### src/rtl/pipe_skid_stage_if.sv
// Valid/ready bundle carrying one pipeline entry (data + control) between stages.
// A transfer happens on a rising clk edge where valid and ready are both 1; the
// master holds valid, data and ctrl stable until that edge, and ready never waits on valid.
interface pipe_skid_if #(
  parameter int DATA_W = 48,
  parameter int CTRL_W = 14
);
  logic              valid;
  logic              ready;
  logic [DATA_W-1:0] data;
  logic [CTRL_W-1:0] ctrl;

  modport master (output valid, output data, output ctrl, input ready);
  modport slave  (input valid, input data, input ctrl, output ready);
endinterface

### src/rtl/pipe_skid_stage.sv
// Parametrised pipeline stage register with a head/skid pair, registered in_ready,
// synchronous flush and control masking so bubbles never fire stage strobes.
module pipe_skid_stage #(
  parameter int                DATA_W     = 48,
  parameter int                CTRL_W     = 14,
  parameter logic [CTRL_W-1:0] CTRL_RESET = {CTRL_W{1'b0}}
) (
  input  logic        clk,
  input  logic        reset,
  input  logic        flush,
  pipe_skid_if.slave  in_if,
  pipe_skid_if.master out_if,
  output logic [1:0]  occupancy,
  output logic [1:0]  dbg_state
);

  // State is exactly {s_valid, h_valid}; 2'b10 cannot be reached.
  localparam logic [1:0] ST_EMPTY = 2'b00;
  localparam logic [1:0] ST_ONE   = 2'b01;
  localparam logic [1:0] ST_FULL  = 2'b11;

  logic              h_valid;
  logic              s_valid;
  logic [DATA_W-1:0] h_data;
  logic [DATA_W-1:0] s_data;
  logic [CTRL_W-1:0] h_ctrl;
  logic [CTRL_W-1:0] s_ctrl;
  logic [1:0]        state;
  logic              accept;
  logic              pop;

  assign state  = {s_valid, h_valid};
  assign accept = in_if.valid & in_if.ready;
  assign pop    = out_if.valid & out_if.ready;

  always_ff @(posedge clk or negedge reset) begin
    if (!reset) begin
      h_valid <= 1'b0;
      s_valid <= 1'b0;
      h_data  <= '0;
      s_data  <= '0;
      h_ctrl  <= CTRL_RESET;
      s_ctrl  <= CTRL_RESET;
    end else if (flush) begin
      // Squash: control goes safe, data is left untouched.
      h_valid <= 1'b0;
      s_valid <= 1'b0;
      h_ctrl  <= CTRL_RESET;
      s_ctrl  <= CTRL_RESET;
    end else begin
      case (state)
        ST_EMPTY: begin
          if (accept) begin
            h_valid <= 1'b1;
            h_data  <= in_if.data;
            h_ctrl  <= in_if.ctrl;
          end
        end
        ST_ONE: begin
          if (accept && pop) begin
            h_data <= in_if.data;
            h_ctrl <= in_if.ctrl;
          end else if (accept) begin
            s_valid <= 1'b1;
            s_data  <= in_if.data;
            s_ctrl  <= in_if.ctrl;
          end else if (pop) begin
            h_valid <= 1'b0;
          end
        end
        ST_FULL: begin
          // in_ready is low here, so only a pop can move things.
          if (pop) begin
            h_data  <= s_data;
            h_ctrl  <= s_ctrl;
            s_valid <= 1'b0;
          end
        end
        default: begin
          h_valid <= 1'b0;
          s_valid <= 1'b0;
        end
      endcase
    end
  end

  assign in_if.ready  = ~s_valid;
  assign out_if.valid = h_valid;
  assign out_if.data  = h_data;
  assign out_if.ctrl  = h_valid ? h_ctrl : CTRL_RESET;
  assign occupancy    = {1'b0, h_valid} + {1'b0, s_valid};
  assign dbg_state    = state;

endmodule

### src/flat_wrapper.sv
// flat-port wrapper written by rule: the top's interface ports become plain ports
module pipe_skid_stage_flat 
#(
  parameter int                DATA_W     = 48,
  parameter int                CTRL_W     = 14,
  parameter logic [CTRL_W-1:0] CTRL_RESET = {CTRL_W{1'b0}}
)
  (clk, reset, flush, occupancy, dbg_state, in_if_valid, in_if_data, in_if_ctrl, in_if_ready, out_if_valid, out_if_data, out_if_ctrl, out_if_ready);
  pipe_skid_if #(.DATA_W(DATA_W), .CTRL_W(CTRL_W)) in_if_i ();
  pipe_skid_if #(.DATA_W(DATA_W), .CTRL_W(CTRL_W)) out_if_i ();
  input  logic clk;
  input  logic reset;
  input  logic flush;
  output logic [1:0] occupancy;
  output logic [1:0] dbg_state;
  input wire logic [$bits(in_if_i.valid)-1:0] in_if_valid;
  input wire logic [$bits(in_if_i.data)-1:0] in_if_data;
  input wire logic [$bits(in_if_i.ctrl)-1:0] in_if_ctrl;
  output wire logic [$bits(in_if_i.ready)-1:0] in_if_ready;
  output wire logic [$bits(out_if_i.valid)-1:0] out_if_valid;
  output wire logic [$bits(out_if_i.data)-1:0] out_if_data;
  output wire logic [$bits(out_if_i.ctrl)-1:0] out_if_ctrl;
  input wire logic [$bits(out_if_i.ready)-1:0] out_if_ready;
  assign in_if_i.valid = in_if_valid;
  assign in_if_i.data = in_if_data;
  assign in_if_i.ctrl = in_if_ctrl;
  assign in_if_ready = in_if_i.ready;
  assign out_if_valid = out_if_i.valid;
  assign out_if_data = out_if_i.data;
  assign out_if_ctrl = out_if_i.ctrl;
  assign out_if_i.ready = out_if_ready;
  pipe_skid_stage #(.DATA_W(DATA_W), .CTRL_W(CTRL_W), .CTRL_RESET(CTRL_RESET)) u_core (.clk(clk), .reset(reset), .flush(flush), .in_if(in_if_i), .out_if(out_if_i), .occupancy(occupancy), .dbg_state(dbg_state));
endmodule
### config.mk
export PLATFORM = sky130hd
export DESIGN_NAME = pipe_skid_stage_flat
export DESIGN_NICKNAME = d
export VERILOG_FILES = /design/src/rtl/pipe_skid_stage_if.sv /design/src/rtl/pipe_skid_stage.sv /design/src/flat_wrapper.sv
export SDC_FILE = /design/constraint.sdc
export NUM_CORES = 1
export LEC_CHECK = 0
export CAP_MARGIN = 20
export CELL_PAD_IN_SITES_DETAIL_PLACEMENT = 1
export CELL_PAD_IN_SITES_GLOBAL_PLACEMENT = 1
export CORE_UTILIZATION = 35
export CTS_CLUSTER_DIAMETER = 40
export CTS_CLUSTER_SIZE = 16
export DETAILED_ROUTE_END_ITERATION = 16
export GPL_ROUTABILITY_DRIVEN = 0
export GPL_TIMING_DRIVEN = 1
export PLACE_DENSITY_LB_ADDON = 0.1
export SLEW_MARGIN = 30
export SYNTH_ARGS = -nofsm -noshare
export SYNTH_HDL_FRONTEND = slang
export SYNTH_SLANG_ARGS = --single-unit
export TNS_END_PERCENT = 1
### constraint.sdc
create_clock -name clk -period 2.1 [get_ports clk]
set_clock_uncertainty 0.1 [all_clocks]
set_input_delay 0.42 -clock clk [delete_from_list [all_inputs] [get_ports clk]]
set_output_delay 0.42 -clock clk [all_outputs]
set_load 0.005 [all_outputs]
Word-level counts from Yosys, hierarchy flattened
Cells that the tools add are included.

operators by class
  $mul = 0
  divide/modulo/power cells = 0
  order comparisons = 0
  bitwise operators = 5
  reductions and logical operators = 12
  shift-type cells = 0
  muxes and demuxes = 22
  add/subtract/negate cells = 1
  equal/unequal tests = 15

operators by type and width
  kind                count
  $mux 48             3
  $pmux 48 s3         1
  $mux 14             8
  $pmux 14 s3         1
  $ne 3x2->1 const B  5
  $reduce_and 4->1    3
  $reduce_and 5->1    2
  $mux 1              7
  $ne 2x1->1 const B  3
  $ne 2x2->1 const B  3
  $ne 3x3->1 const B  2
  $pmux 1 s3          2
  $reduce_bool 2->1   2
  $reduce_bool 4->1   1
  $not 1->1           3
  $reduce_and 3->1    1
  $reduce_bool 3->1   1
  $add 1x1->2         1
  $and 1x1->1         2
  $eq 2x1->1 const B  1
  $eq 2x2->1 const B  1
  $logic_not 2->1     1
  $logic_and 1x1->1   1

storage, ports and cells
  output and inout port bits = 68
  ROM bits = 0
  RAM bits = 0
  memories = 0
  register bits after elaboration = 126
  bits in latches = 0

Longest topological paths before layout
Gate-level depths: netlist of the first run.

  depth after elaboration = 6
  mapped depth = 10
  gate-level depth less buffers = 6

Worst setup path before layout of the first run
Ideal clock, no wire load.

  kind = register to register
  start point = register u_core.h_valid (netlist: u_core.out_if.valid)
  end point = register u_core.h_ctrl[10]
  slack = -0.151 ns
  required time = 1.925 ns
  arrival time = 2.077 ns
  cell stages (with the launch flop) = 11
  path through = dfrtp_1 buf_2 clkbuf_1 inv_1 ha_1 nor2_1 nor2_1 or4_1 buf_2 buf_6 o2bb2ai_2

between the ends
  cells in the longest elaborated chain, start to end = 4
  elaborated cells between the ends (all ways) = 12
  those cells by class = 5 x eq/ne; 2 x mux; 1 x bitwise; 4 x reduce/logical

ends and longest elaborated chain
  item                               line                   source
  start: declaration                 pipe_skid_stage.sv:22  logic h_valid;
  start signal: assignment           pipe_skid_stage.sv:38  h_valid <= 1'b0;
  start signal: assignment           pipe_skid_stage.sv:46  h_valid <= 1'b0;
  start signal: assignment           pipe_skid_stage.sv:54  h_valid <= 1'b1;
  $and 1x1->1                        pipe_skid_stage.sv:34  assign pop = out_if.valid & out_if.ready;
  $logic_and 1x1->1                  pipe_skid_stage.sv:60  if (accept && pop) begin
  $ne 3x2->1 (no source line)        -
  $reduce_and 4->1 (no source line)  -
  end signal: assignment             pipe_skid_stage.sv:56  h_ctrl <= in_if.ctrl;
  end signal: assignment             pipe_skid_stage.sv:62  h_ctrl <= in_if.ctrl;
  end signal: assignment             pipe_skid_stage.sv:75  h_ctrl <= s_ctrl;
  end: declaration                   pipe_skid_stage.sv:26  logic [CTRL_W-1:0] h_ctrl;

Parallel ways exist; a longest one is shown, timed or not.
A chain may end at the register's enable or synchronous reset.

Final worst setup path of the first run
  start point = register u_core.s_valid
  end point = output port occupancy[1]

between the ends
  cells in the longest elaborated chain, start to end = 1

ends and longest elaborated chain
  item                      line                   source
  start: declaration        pipe_skid_stage.sv:23  logic s_valid;
  start signal: assignment  pipe_skid_stage.sv:39  s_valid <= 1'b0;
  start signal: assignment  pipe_skid_stage.sv:47  s_valid <= 1'b0;
  start signal: assignment  pipe_skid_stage.sv:64  s_valid <= 1'b1;
  $add 1x1->2               pipe_skid_stage.sv:91  assign occupancy = {1'b0, h_valid} + {1'b0, s_valid};
  end: declaration          flat_wrapper.sv:14     output logic [1:0] occupancy;

No other way between the ends.

==> results of run 1 <==
-- where the power goes --
group	internal [uW]	switching, uW	leakage (uW)
Combinational	1030	619	0.00152
Sequential	3060	341	0.00158
Clock	1940	1010	0.000294
-- flip-flops by register name (all words and copies together), names as in the netlist --
signal and flops:
u_core.h_ctrl 14, u_core.s_data 48, u_core.s_valid 1, u_core.s_ctrl 14, u_core.out_if.data 48, u_core.out_if.valid 1
-- final cells by class --
type / count / area [sq um] / area share, %
flip-flops and latches: 126 / 3156 / 39.32
multi-input cells: 305 / 2315 / 28.84
well taps: 211 / 264.0 / 3.290
clock buffers: 24 / 481.7 / 6.002
inverters: 4 / 15.01 / 0.1871
clock inverters: 7 / 110.1 / 1.372
repair buffers: 164 / 1684 / 20.99
-- cell families after synthesis --
kind of cell / after synthesis / share of synthesized area (%)
AOI/OAI and AO/OA: 86 / 10.21
and+or+nand+nor: 103 / 7.952
buffers and inverters: 39 / 3.484
DFF: 126 / 56.29
adders and majority gates: 6 / 1.340
muxes: 110 / 20.73
-- worst max path at each step --
stage | start | end | slack (ns) | depth (start not counted)
after floorplan | u_core.out_if.valid | u_core.h_ctrl[10] | 0.04 | 9
after global placement | out_if_ready | u_core.s_data[11] | -0.04 | 5
after detailed placement | in_if_valid | u_core.out_if.data[43] | -0.13 | 6
after CTS | u_core.s_valid | u_core.h_ctrl[0] | -0.03 | 8
after global routing | u_core.s_valid | u_core.h_ctrl[0] | -0.01 | 8
final | u_core.s_valid | occupancy[1] | 0.04 | 4
-- layer usage --
layer	global-route usage, %	share of wire (%)	vias to the layer above
li1	-	-	1922
met1	23.31	45	2073
met2	31.76	50	87
met3	5.489	4.5	13
met4	5.813	0.95	0
met5	0	0	-
-- critical path, stage by stage, from the launching register on --
cell and delay [ns]:
dfrtp_2 0.42, buf_4 0.14, buf_4 0.13, ha_4 0.17
dlygate4sd2_1 0.26
-- placed cells by master (no fill, tap or decap), drive strengths merged, types with 3 or more instances in the layout --
| master | Yosys | final |
|---|---|---|
| buf | 23 | 30 |
| a21oi | 16 | 16 |
| o2bb2ai | 15 | 15 |
| nand2 | 77 | 77 |
| o21ai | 49 | 49 |
| and2 | 14 | 14 |
| ha | 6 | 6 |
| clkbuf | 12 | 24 |
| dfrtp | 126 | 126 |
| a211oi | 3 | 3 |
| clkinv | 0 | 4 |
| nor2 | 6 | 6 |
| dlygate4sd2 | 0 | 17 |
| mux2i | 62 | 62 |
| inv | 4 | 4 |
| bufinv | 0 | 3 |
| clkdlybuf4s50 | 0 | 115 |
| mux2 | 48 | 48 |
-- stage by stage --
step / TNS, ns / area [sq um]
after floorplan: 0 / 5629
after global placement: -2.196 / 7331
after detailed placement: -4.843 / 7331
after CTS: -0.07599 / 7976
after global routing: -0.03424 / 8025
final: 0 / 8025
-- what timing repair did --
| item | CTS | global route |
|---|---|---|
| hold endpoints to repair | 23 | 0 |
| hold buffers | 1 | 0 |
| gates resized for setup | 26 | 14 |
| buffers inserted | 5 | 0 |
| pin swaps | 0 | 1 |
| endpoints found under the setup margin | 25 | 54 |
==> summary.md, run 1 <==
| Metric | Value |
|---|---|
| Status | `finished clean` |
| Worst EP arrival | `1.54 ns` |
| Final Setup Violations | `0` |
| Largest net degree at the start of global routing | `49` |
| Hpwl dp | `9.489 mm` |
| Post-route insts no fill | `841` |
| P_leak | `0.003391 uW` |
| Max Slew Vio Count | `0` |
| FP Rows | `45` |
| Max IR drop VDD | `551.1 uV` |
| Initial antenna violation count | `0` |
| Clk_lat worst skew | `0.42 ns` |
| RSZ-0062 raised after global routing | `true` |
| Max_slew headroom | `71.48%` |
| Final Hold Slack | `0.3772 ns` |
| Reg2Reg Setup Slack | `0.04 ns` |
| Pre-antenna DRT Iters | `4` |
| DRT iter0 DRCs | `139` |
| Die area | `16510 sq um` |
| Nets | `691` |
| Vias in the first global route | `4484` |
| GR Overflow Total | `0` |
| Via/cell ratio | `4.869` |
| EDFF count, synth | `0` |
| Seq/Total Area, Yosys | `56.29%` |
| Final Cycle Share | `98.12%` |
| CTS buffer count | `17` |
| Worst Setup End Kind | `output port` |
| Share of cells above drive strength 1 | `20.95%` |
| Mapped Area | `5602 sq um` |
| Final core utilization | `52.02%` |
| Yosys top cell by area | `dfrtp_1` |
| Worst reg2reg path depth | `8` |
| Top post-synthesis cells by count | `dfrtp_1 (126), nand2_1 (77), mux2i_1 (62)` |
| Count leader, synth | `dfrtp_1` |
| Initial Util | `36.31%` |
| Die W | `128.5 um` |
| Seq cells post-synth | `126` |
| FF-to-FF End | `u_core.h_ctrl[0]` |
| Core area | `15430 sq um` |
| Port Buf Inserts | `134` |
| Worst slack, placed | `-0.1302 ns` |
| Ys flop type | `dfrtp_1` |
| Tightest Pin Transition | `0.4278 ns` |
| Post-layout min period | `2.061 ns` |
| Placed insts | `804` |
| Max Root-Sink Buffers | `2` |
| Sink Count | `126` |
| Req. time, crit path | `1.58 ns` |
| Tightest Hold Check Type | `input port to async pin` |
| Fmax | `485.3 MHz` |
| FFs w/ async S/R, synth | `100.0%` |
| First-pass GRT wire length | `23.57 mm` |
| Syn_area_per_cell | `11.92 sq um` |
| Layout fillers | `1651` |
| Layout area overhead | `43.27%` |
| Die Ht | `128.5 um` |
| Critical-path maximum fanout | `2` |
| Routed wire per std cell | `16.86 um` |
| Cells after Synth | `470` |
| Setup ws final | `0.03948 ns` |
| Kind of critical path | `register to output port` |
| Area share of the largest cell type after synthesis | `56.29%` |
| Final ANT Viol Nets | `0` |
| Via count | `4095` |
| Detailed Route WL | `14.18 mm` |
| # diodes | `0` |
| Final Hold Vio Count | `0` |
| Yosys cell types | `29` |
| Max cap viols | `0` |
| Drt drc | `0` |
| Synth warn | `0` |
| R2R Path Start | `u_core.s_valid` |
| # H-tree levels | `4` |
| GRT Util Overall | `18.84%` |
| Clk slew on worst S/H paths | `0.05 ns` |
| PD cells | `996.8 nW/um^2` |
| Root Driver | `clkbuf_16` |
| Area contributors post-synth | `dfrtp_1 (56%), mux2i_1 (11%), mux2_2 (9.6%)` |
| Power after layout | `7999 uW` |
| CTS tree | `done` |
| Top-level port count | `135` |
| Startpoint class of the critical path | `register` |
| Syn Nets | `543` |
Power figures use the tool's default switching activity.
==> run 2: changes to the inputs <==
Settings changed: GPL_ROUTABILITY_DRIVEN 0 to default.
==> results of run 2 <==
Same layout as run 1: the final DEF is identical, and so are final timing and power.
